$ cat config.mk
export PLATFORM = sky130hd
export DESIGN_NAME = flag_gen
export DESIGN_NICKNAME = d
export VERILOG_FILES = /design/src/rtl/simple_pkg.sv /design/src/rtl/flag_calc.sv /design/src/rtl/flag_gen.sv
export SDC_FILE = /design/constraint.sdc
export NUM_CORES = 1
export LEC_CHECK = 0
export CORE_UTILIZATION = 45
export DETAILED_ROUTE_END_ITERATION = 10
export PLACE_DENSITY_LB_ADDON = 0.12
export SLEW_MARGIN = 20
export SYNTH_ARGS = -nofsm -noshare
export SYNTH_HDL_FRONTEND = slang
export SYNTH_SLANG_ARGS = --single-unit
$ cat constraint.sdc
create_clock -name clk -period 4 [get_ports clk]
set_input_delay 0.4 -clock clk [delete_from_list [all_inputs] [get_ports clk]]
set_output_delay 0.4 -clock clk [all_outputs]
set_load 0.02 [all_outputs]
$ cat src/rtl/simple_pkg.sv
// Shared definitions for the SIMPLE core: opcodes, condition-flag bit positions
// and the opcode classification used by the flag generator.
package simple_pkg;

    localparam logic [3:0] OP_ADD = 4'b0000;
    localparam logic [3:0] OP_SUB = 4'b0001;
    localparam logic [3:0] OP_AND = 4'b0010;
    localparam logic [3:0] OP_OR  = 4'b0011;
    localparam logic [3:0] OP_XOR = 4'b0100;
    localparam logic [3:0] OP_CMP = 4'b0101;
    localparam logic [3:0] OP_MOV = 4'b0110;
    localparam logic [3:0] OP_SLL = 4'b1000;
    localparam logic [3:0] OP_SLR = 4'b1001;
    localparam logic [3:0] OP_SRL = 4'b1010;
    localparam logic [3:0] OP_SRA = 4'b1011;

    localparam int FLG_S = 3;
    localparam int FLG_Z = 2;
    localparam int FLG_C = 1;
    localparam int FLG_V = 0;

    // How C and V are formed for a given opcode.
    typedef enum logic [2:0] {
        FC_NONE,
        FC_ADD,
        FC_SUB,
        FC_LOGIC,
        FC_SHL,
        FC_SHR,
        FC_ROT
    } flag_class_e;

    function automatic flag_class_e flag_class(input logic [3:0] op);
        flag_class_e cls;
        case (op)
            OP_ADD:                         cls = FC_ADD;
            OP_SUB, OP_CMP:                 cls = FC_SUB;
            OP_AND, OP_OR, OP_XOR, OP_MOV:  cls = FC_LOGIC;
            OP_SLL:                         cls = FC_SHL;
            OP_SRL, OP_SRA:                 cls = FC_SHR;
            OP_SLR:                         cls = FC_ROT;
            default:                        cls = FC_NONE;
        endcase
        return cls;
    endfunction

    function automatic logic is_flag_op(input logic [3:0] op);
        return flag_class(op) != FC_NONE;
    endfunction

endpackage

$ cat src/rtl/flag_calc.sv
// Combinational condition-flag computation {S,Z,C,V} for one executed
// instruction, given its opcode, operands and the datapath result.
module flag_calc
    import simple_pkg::*;
#(
    parameter int W = 16
) (
    input  logic [3:0]   op,
    input  logic [W-1:0] a,
    input  logic [W-1:0] b,
    input  logic [W-1:0] result,
    output logic [3:0]   flags
);

    logic [3:0] shamt;
    logic       sign_a;
    logic       sign_b;
    logic       sign_r;
    logic       shl_out;
    logic       shr_out;
    logic       carry;
    logic       ovf;

    assign shamt  = b[3:0];
    assign sign_a = a[W-1];
    assign sign_b = b[W-1];
    assign sign_r = result[W-1];

    // Last bit shifted out; both stay 0 for a zero shift amount.
    always_comb begin
        shl_out = 1'b0;
        shr_out = 1'b0;
        for (int i = 1; i < 16; i++) begin
            if ((int'(shamt) == i) && (i <= W)) begin
                shl_out = a[W-i];
                shr_out = a[i-1];
            end
        end
    end

    always_comb begin
        carry = 1'b0;
        ovf   = 1'b0;
        case (flag_class(op))
            FC_ADD: begin
                // a + b overflows W bits exactly when a exceeds the complement of b.
                carry = a > ~b;
                ovf   = (sign_a == sign_b) && (sign_r != sign_a);
            end
            FC_SUB: begin
                carry = a < b;
                ovf   = (sign_a != sign_b) && (sign_r != sign_a);
            end
            FC_SHL:  carry = shl_out;
            FC_SHR:  carry = shr_out;
            default: begin
                carry = 1'b0;
                ovf   = 1'b0;
            end
        endcase
    end

    always_comb begin
        flags        = 4'b0000;
        flags[FLG_S] = sign_r;
        flags[FLG_Z] = (result == '0);
        flags[FLG_C] = carry;
        flags[FLG_V] = ovf;
    end

endmodule

$ cat src/rtl/flag_gen.sv
// Two-stage condition-flag pipeline: captures flag-writing instructions into
// stage 1 and commits their computed flags into the architectural cond register.
module flag_gen
    import simple_pkg::*;
#(
    parameter int W = 16
) (
    input  logic         clk,
    input  logic         rst_n,
    input  logic         in_valid,
    input  logic [3:0]   op,
    input  logic [W-1:0] a,
    input  logic [W-1:0] b,
    input  logic [W-1:0] result,
    input  logic         stall,
    input  logic         flush,
    output logic [3:0]   cond,
    output logic         busy
);

    logic         s1_valid;
    logic [3:0]   s1_op;
    logic [W-1:0] s1_a;
    logic [W-1:0] s1_b;
    logic [W-1:0] s1_result;
    logic [3:0]   cond_q;
    logic [3:0]   s1_flags;
    logic         accept;
    logic         commit;

    // Handshake: there is no ready. An instruction is taken only when in_valid
    // is high with a flag-writing op and neither stall nor flush is asserted;
    // anything else presented that cycle is dropped, never held for later.
    assign accept = in_valid && is_flag_op(op) && !stall && !flush;
    assign commit = s1_valid && !stall && !flush;

    flag_calc #(.W(W)) u_flag_calc (
        .op     (s1_op),
        .a      (s1_a),
        .b      (s1_b),
        .result (s1_result),
        .flags  (s1_flags)
    );

    always_ff @(posedge clk or negedge rst_n) begin
        if (!rst_n) begin
            s1_valid  <= 1'b0;
            s1_op     <= '0;
            s1_a      <= '0;
            s1_b      <= '0;
            s1_result <= '0;
            cond_q    <= 4'b0000;
        end else begin
            if (commit) begin
                cond_q <= s1_flags;
            end
            // Flush wins over stall; a stall freezes stage 1 entirely.
            if (flush) begin
                s1_valid <= 1'b0;
            end else if (!stall) begin
                s1_valid <= accept;
            end
            if (accept) begin
                s1_op     <= op;
                s1_a      <= a;
                s1_b      <= b;
                s1_result <= result;
            end
        end
    end

    assign cond = cond_q;
    assign busy = s1_valid;

endmodule
# Word level (Yosys, flattened, before mapping)
# Memory sizes are Yosys's and may differ from the RTL's.
# Index checks and enable logic that the tools add are counted.
classes:
  bitwise: 1
  eq_ne: 23
  reduce_logical: 11
  n_mux: 34
  order_cmp: 2
op_table:
  columns: ["cell", "count"]
  rows:
  - ["== test 4 bit, second input constant", 8]
  - ["2-to-1 mux 1 bit", 32]
  - ["== test 4 x 3 -> 1 bit, second input constant", 4]
  - ["greater-than comparator 16 bit", 1]
  - ["logical NOT 16 bit", 1]
  - ["< comparator 16 bit", 1]
  - ["NOT 16 bit", 1]
  - ["== test 4 x 2 -> 1 bit, second input constant", 2]
  - ["logical AND 1 bit", 7]
  - ["== test 3 bit, second input constant", 2]
  - ["== test 4 x 1 -> 1 bit, second input constant", 1]
  - ["one-hot mux 1 bit (4 select lines)", 1]
  - ["== test 3 x 1 -> 1 bit, second input constant", 1]
  - ["== test 3 x 2 -> 1 bit, second input constant", 1]
  - ["nonzero test 3 bit", 1]
  - ["logical NOT 1 bit", 2]
  - ["!= test 1 bit", 2]
  - ["!= test 2 x 1 -> 1 bit, second input constant", 1]
  - ["one-hot mux 1 bit (2 select lines)", 1]
  - ["== test 1 bit", 1]
totals:
  mem_bits_ro: 96
  out_inout_bits: 5
  inputBits: 57
  mem_count: 2
  reg_bits: 57
mem_list:
  columns: ["name", "depth", "word_bits", "read_ports", "rd_ports_with_merged_regs", "write_ports", "line_no", "source"]
  rows:
  - ["(name not given)", 16, 3, 1, 0, 0, "simple_pkg.sv:35", "case (op)"]
  - ["(name not given)", 16, 3, 1, 0, 0, "simple_pkg.sv:35", null]

# Depth between registers and ports, before layout
logic_depth:
  word_depth: 17
  ltp_mapped: 9
  mapped_depth_nobuf: 8

# Hierarchy
# Synthesis repeated with hierarchy kept, for this count alone.
unflattened:
  cells_unflattened: 304
  area_unflattened_um2: 3475.8
by_module_without_submodules:
  columns: ["module", "area_each_um2", "cells_each", "n_inst"]
  rows:
  - ["flag_gen", 2202.1, 135, 1]
  - ["flag_calc", 1273.7, 169, 1]

# Worst setup path before layout
# OpenSTA, ideal clock, no wires.
synth_timing:
  path_kind: "register to register"
  startpoint: "register s1_a[15]"
  endpoint: "register cond_q[1] (netlist: cond[1])"
  n_path_buf: 0
  path_slack_ps: 1923
  arrival_time_ps: 1999
  period_less_slack_ps: 2077
  setup_ps: 77
  required_ps: 3923
  stages_incl_launch_ff: 8
  cell_sequence: "dfrtp_1 ha_1 or4b_4 a2111oi_4 o21ai_1 o32ai_1 nor4b_1 a21oi_1"
synth_between:
  elab_chain_cells: 16
  elab_cells_between_ends: 18
  cone_classes: "order compare (2); mux (16)"
synth_rtl:
  columns: ["element", "line_no", "source"]
  rows:
  - ["start, declared", "flag_gen.sv:23", "logic [W-1:0] s1_a;"]
  - ["start signal, assigned", "flag_gen.sv:49", "s1_a <= '0;"]
  - ["start signal, assigned", "flag_gen.sv:65", "s1_a <= a;"]
  - ["2-to-1 mux 1 bit (15 in a row)", "flag_calc.sv:34", "if ((int'(shamt) == i) && (i <= W)) begin"]
  - ["one-hot mux 1 bit (4 select lines) (*)", "flag_calc.sv:44", "case (flag_class(op))"]
  - ["end signal, assigned", "flag_gen.sv:55", "cond_q <= s1_flags;"]
  - ["end, declared", "flag_gen.sv:26", "logic [3:0] cond_q;"]
# Every way passes the cells marked *; elsewhere a longest branch is shown, timed or not.
# A chain may end at the register's enable or synchronous reset.

# Final worst setup path
layout_timing:
  startpoint: "register s1_b[1]"
  endpoint: "register cond_q[1] (netlist: cond[1])"
layout_between:
  elab_chain_cells: 17
  elab_cells_between_ends: 49
  cone_classes: "order compare (2); eq/ne (15); mux (31); bitwise (1)"
layout_rtl:
  columns: ["element", "line_no", "source"]
  rows:
  - ["start, declared", "flag_gen.sv:24", "logic [W-1:0] s1_b;"]
  - ["start signal, assigned", "flag_gen.sv:50", "s1_b <= '0;"]
  - ["start signal, assigned", "flag_gen.sv:66", "s1_b <= b;"]
  - ["== test 4 x 2 -> 1 bit", "flag_calc.sv:34", null]
  - ["2-to-1 mux 1 bit (15 in a row)", "flag_calc.sv:34", null]
  - ["one-hot mux 1 bit (4 select lines) (*)", "flag_calc.sv:44", null]
# Marks and branches as above.

==> summary.md <==
| Metric | Value |
|---|---|
| Setup bufs post-CTS | 0 |
| EDFF count, synth | 0 |
| Gpl congestion | a little over 0.8 |
| Startpoint types | flip-flop |
| IO Pins | 62 |
| R2R cell count | 8 |
| Final wirelength | 7230 um |
| Vias | 2580 |
| Post-Syn Area | between 3000 and 4000 um2 |
| Total Nets Final | 469 |
| Clock transition at path regs | approximately 0.070 ns |
| Number of global-route vias before repair | around 2.5k |
| Rel. slew slack | between 50% and 60% |
| Die Y | about 90 um |
| Worst EP required | about 4.2 ns |
| Area of the multi-input gates | around 1800 um2 |
| Crit Path Class | flip-flop to flip-flop |
| Setup TNS | 0 ns |
| Worst EP arrival | 2.68 ns |
| Final hold vios | 0 |
| FILL cells | ~640 |
| Syn Area/Cell | about 11 um2 |
| Leak | around 1.8 nW |
| Total grt overflow | 0 |
| R2r startpoint | s1_b[1]$_DFFE_PN0P_ |
| Row cnt | 31 |
| Final HPWL from detailed placement | ~5300 um |
| Initial core utilization | around 46% |
| RSZ-0062 raised after global routing | false |
| First-pass GRT wire length | around 12000 um |
| Core area | slightly above 7000 um2 |
| Mapped Nets | between 400 and 500 |
| Reg2reg end | cond[1]$_DFFE_PN0P_ |
| Largest net degree at the start of global routing | 58 |
| Worst-skew pair later-pin latency | between 0.3 and 0.4 ns |
| Cts bufs inserted | 9 |
| Post-route design area | between 4000 and 5000 um2 |
| Bufs on Longest Clock Path | 2 |
| Peak supply drop | ~200 uV |
| Critical Path Source | s1_b[1]$_DFFE_PN0P_ |
| Overall Power | roughly 2.0 mW |
| DR vias/cell | ~5.4 |
| Clock Sinks | 57 |
| Total iterations of the first detailed-routing run | 5 |
| Root Driver | clkbuf_8 |
| Die width | slightly below 90 um |
| CTS tree | done |
| Final ANT Viol Nets | 0 |
| Fmax achieved | 405 MHz |
| GRT Resource Usage Total | between 20% and 30% |
| Synth warn | 0 |
| Synthesis-to-layout area growth | 27.4% |
| PostCTS Resize Cnt | 0 |
| Die footprint | 7800 um2 |
| Synth cell types | 53 |
| Proportion of layout cells with a drive suffix above 1 | roughly an eighth |
| # H-tree levels | 3 |
| Initial antenna violation count | 0 |
| Worst hold path class | input port to async pin |
| Post-DP Area | 4070 um2 |
| Storage cell area | 1430 um2 |
| # DRC | 0 |
| Status | finished clean |
| CTS Hold Bufs | 0 |
| Fin worst setup slack | about 1.5 ns |
| Worst clock skew | 0.00944 ns |
| Post-Synthesis Cells | approximately 320 |
| Pre-CTS setup slack | between 1.5 and 2 ns |
| Synth Register Bits | 57 |
| Layout Utilization | approximately three fifths |
| PD cells | about 480 nW/um2 |
| Sequential area share after synthesis | between 40% and 50% |
| Max-Cap Viols | 0 |
| Diode count | 0 |
| Ys async rst share | between 90% and 100% |
| Least-Margin Pin Slew | approximately 0.73 ns |
| PortBufs | just over 60 |
| Ys flop type | dfrtp_1 |
| Final period util | between 60% and 70% |
| Count of final max-slew check failures | 0 |
| Initial drt markers | about 110 |
| Tmin final | 2.47 ns |
| Average wire per cell in the routed design | approximately 15 um |
| # setup viols final | 0 |
| Crit end category | flip-flop |
| Worst reg2reg setup slack | 1.53 ns |
| Crit path max fanout | 22 |
-- report_power, final --
part	switching, mW	leakage [nW]	internal [mW]
clock	0.226	0.101	0.332
sequential	0.154	0.692	0.701
combinational	0.289	1.02	0.330
-- flip-flops by register name (all words and copies together), names as in the netlist --
signal	count
s1_result	16
busy	1
s1_op	4
s1_b	16
cond	4
s1_a	16
-- metal layers --
metal  GRT usage, %  wire length, um  vias up
li1               -                -     1273
met4           6.16               72        0
met5              0                0        -
met3           5.04              328        8
met1           27.8             3490     1239
met2           31.7             3340       60
-- area by class of cell --
type,count,share of cell area (%)
multi-input combinational,224,41.8
clock inverter,2,0.879
sequential,57,33.4
clock buffer,12,3.87
timing repair buffer,64,15.0
tap,99,2.90
inverter,24,2.11
-- kinds of logic (layout without fill, tap and decap cells) --
logic type | count (synthesis) | in the layout | share of synthesized area, %
DFF | 57 | 57 | 42.6
buffers and inverters | 37 | 102 | 4.48
AOI/OAI and AO/OA | 76 | 76 | 15.1
and+or+nand+nor | 72 | 72 | 11.2
xor gates and xnor gates | 1 | 1 | 0.261
adders and majority gates | 32 | 32 | 11.9
muxes | 43 | 43 | 14.5
-- worst max path at each step --
stage                          end  slack, ns  cells past startpoint
2_1_floorplan  cond[1]$_DFFE_PN0P_       1.92                      7
3_3_place_gp   cond[1]$_DFFE_PN0P_       1.66                      8
3_5_place_dp   cond[1]$_DFFE_PN0P_       1.55                      8
4_1_cts        cond[1]$_DFFE_PN0P_       1.56                      8
5_1_grt        cond[1]$_DFFE_PN0P_       1.29                      8
6_report       cond[1]$_DFFE_PN0P_       1.53                      8
-- cells in the final DEF (no fill, tap or decap), types with 2 or more instances in the layout --
master and count:
or4_1 2, clkdlybuf4s50_1 60, o21bai_1 3, nand4_1 2
nor4_1 8, nor2_1 9, dfrtp_1 57, nand2_1 28
nor4b_1 2, clkbuf_8 12, a221oi_1 2, mux2_1 8
buf_4 2, a31oi_1 2, o311ai_0 2, a211oi_1 5
nor3_1 5, mux2_2 26, nor2b_1 4, mux2i_1 8
ha_1 32, a21oi_1 11, inv_1 24, o21ai_0 31
nand2b_1 2, or3_1 2, o211a_1 2, nand3_1 2
-- Yosys cell counts (3+ instances only) --
cell type / instances / area share [%]
o21bai_1: 3 / 0.67
nor2_1: 9 / 1.0
nor3_1: 5 / 0.75
dfrtp_1: 57 / 43
nand2_1: 28 / 3.1
mux2_2: 26 / 8.7
ha_1: 32 / 12
buf_2: 6 / 0.90
nor2b_1: 4 / 0.75
o21ai_0: 31 / 4.6
mux2_1: 8 / 2.7
a21oi_1: 12 / 1.8
inv_1: 24 / 2.7
clkbuf_1: 6 / 0.67
mux2i_1: 8 / 2.4
a211oi_1: 5 / 1.1
nor4_1: 8 / 1.5
-- critical path: stages, from the launching register on --
cell      delay [ns]
dfrtp_1         0.77
inv_1           0.19
ha_1            0.36
nor2b_1         0.15
o211ai_1        0.09
a211oi_1        0.32
o32ai_1         0.12
nor4b_1         0.25
a21oi_1         0.10
-- stage by stage --
stage / hold WS [ns] / instances
3_5_place_dp: 0.479 / 468
5_1_grt: 0.281 / 482
2_1_floorplan: 0.104 / 318
3_3_place_gp: 0.471 / 468
4_1_cts: 0.230 / 482
6_report: 0.204 / 482
(Power assumes the default switching activity.)
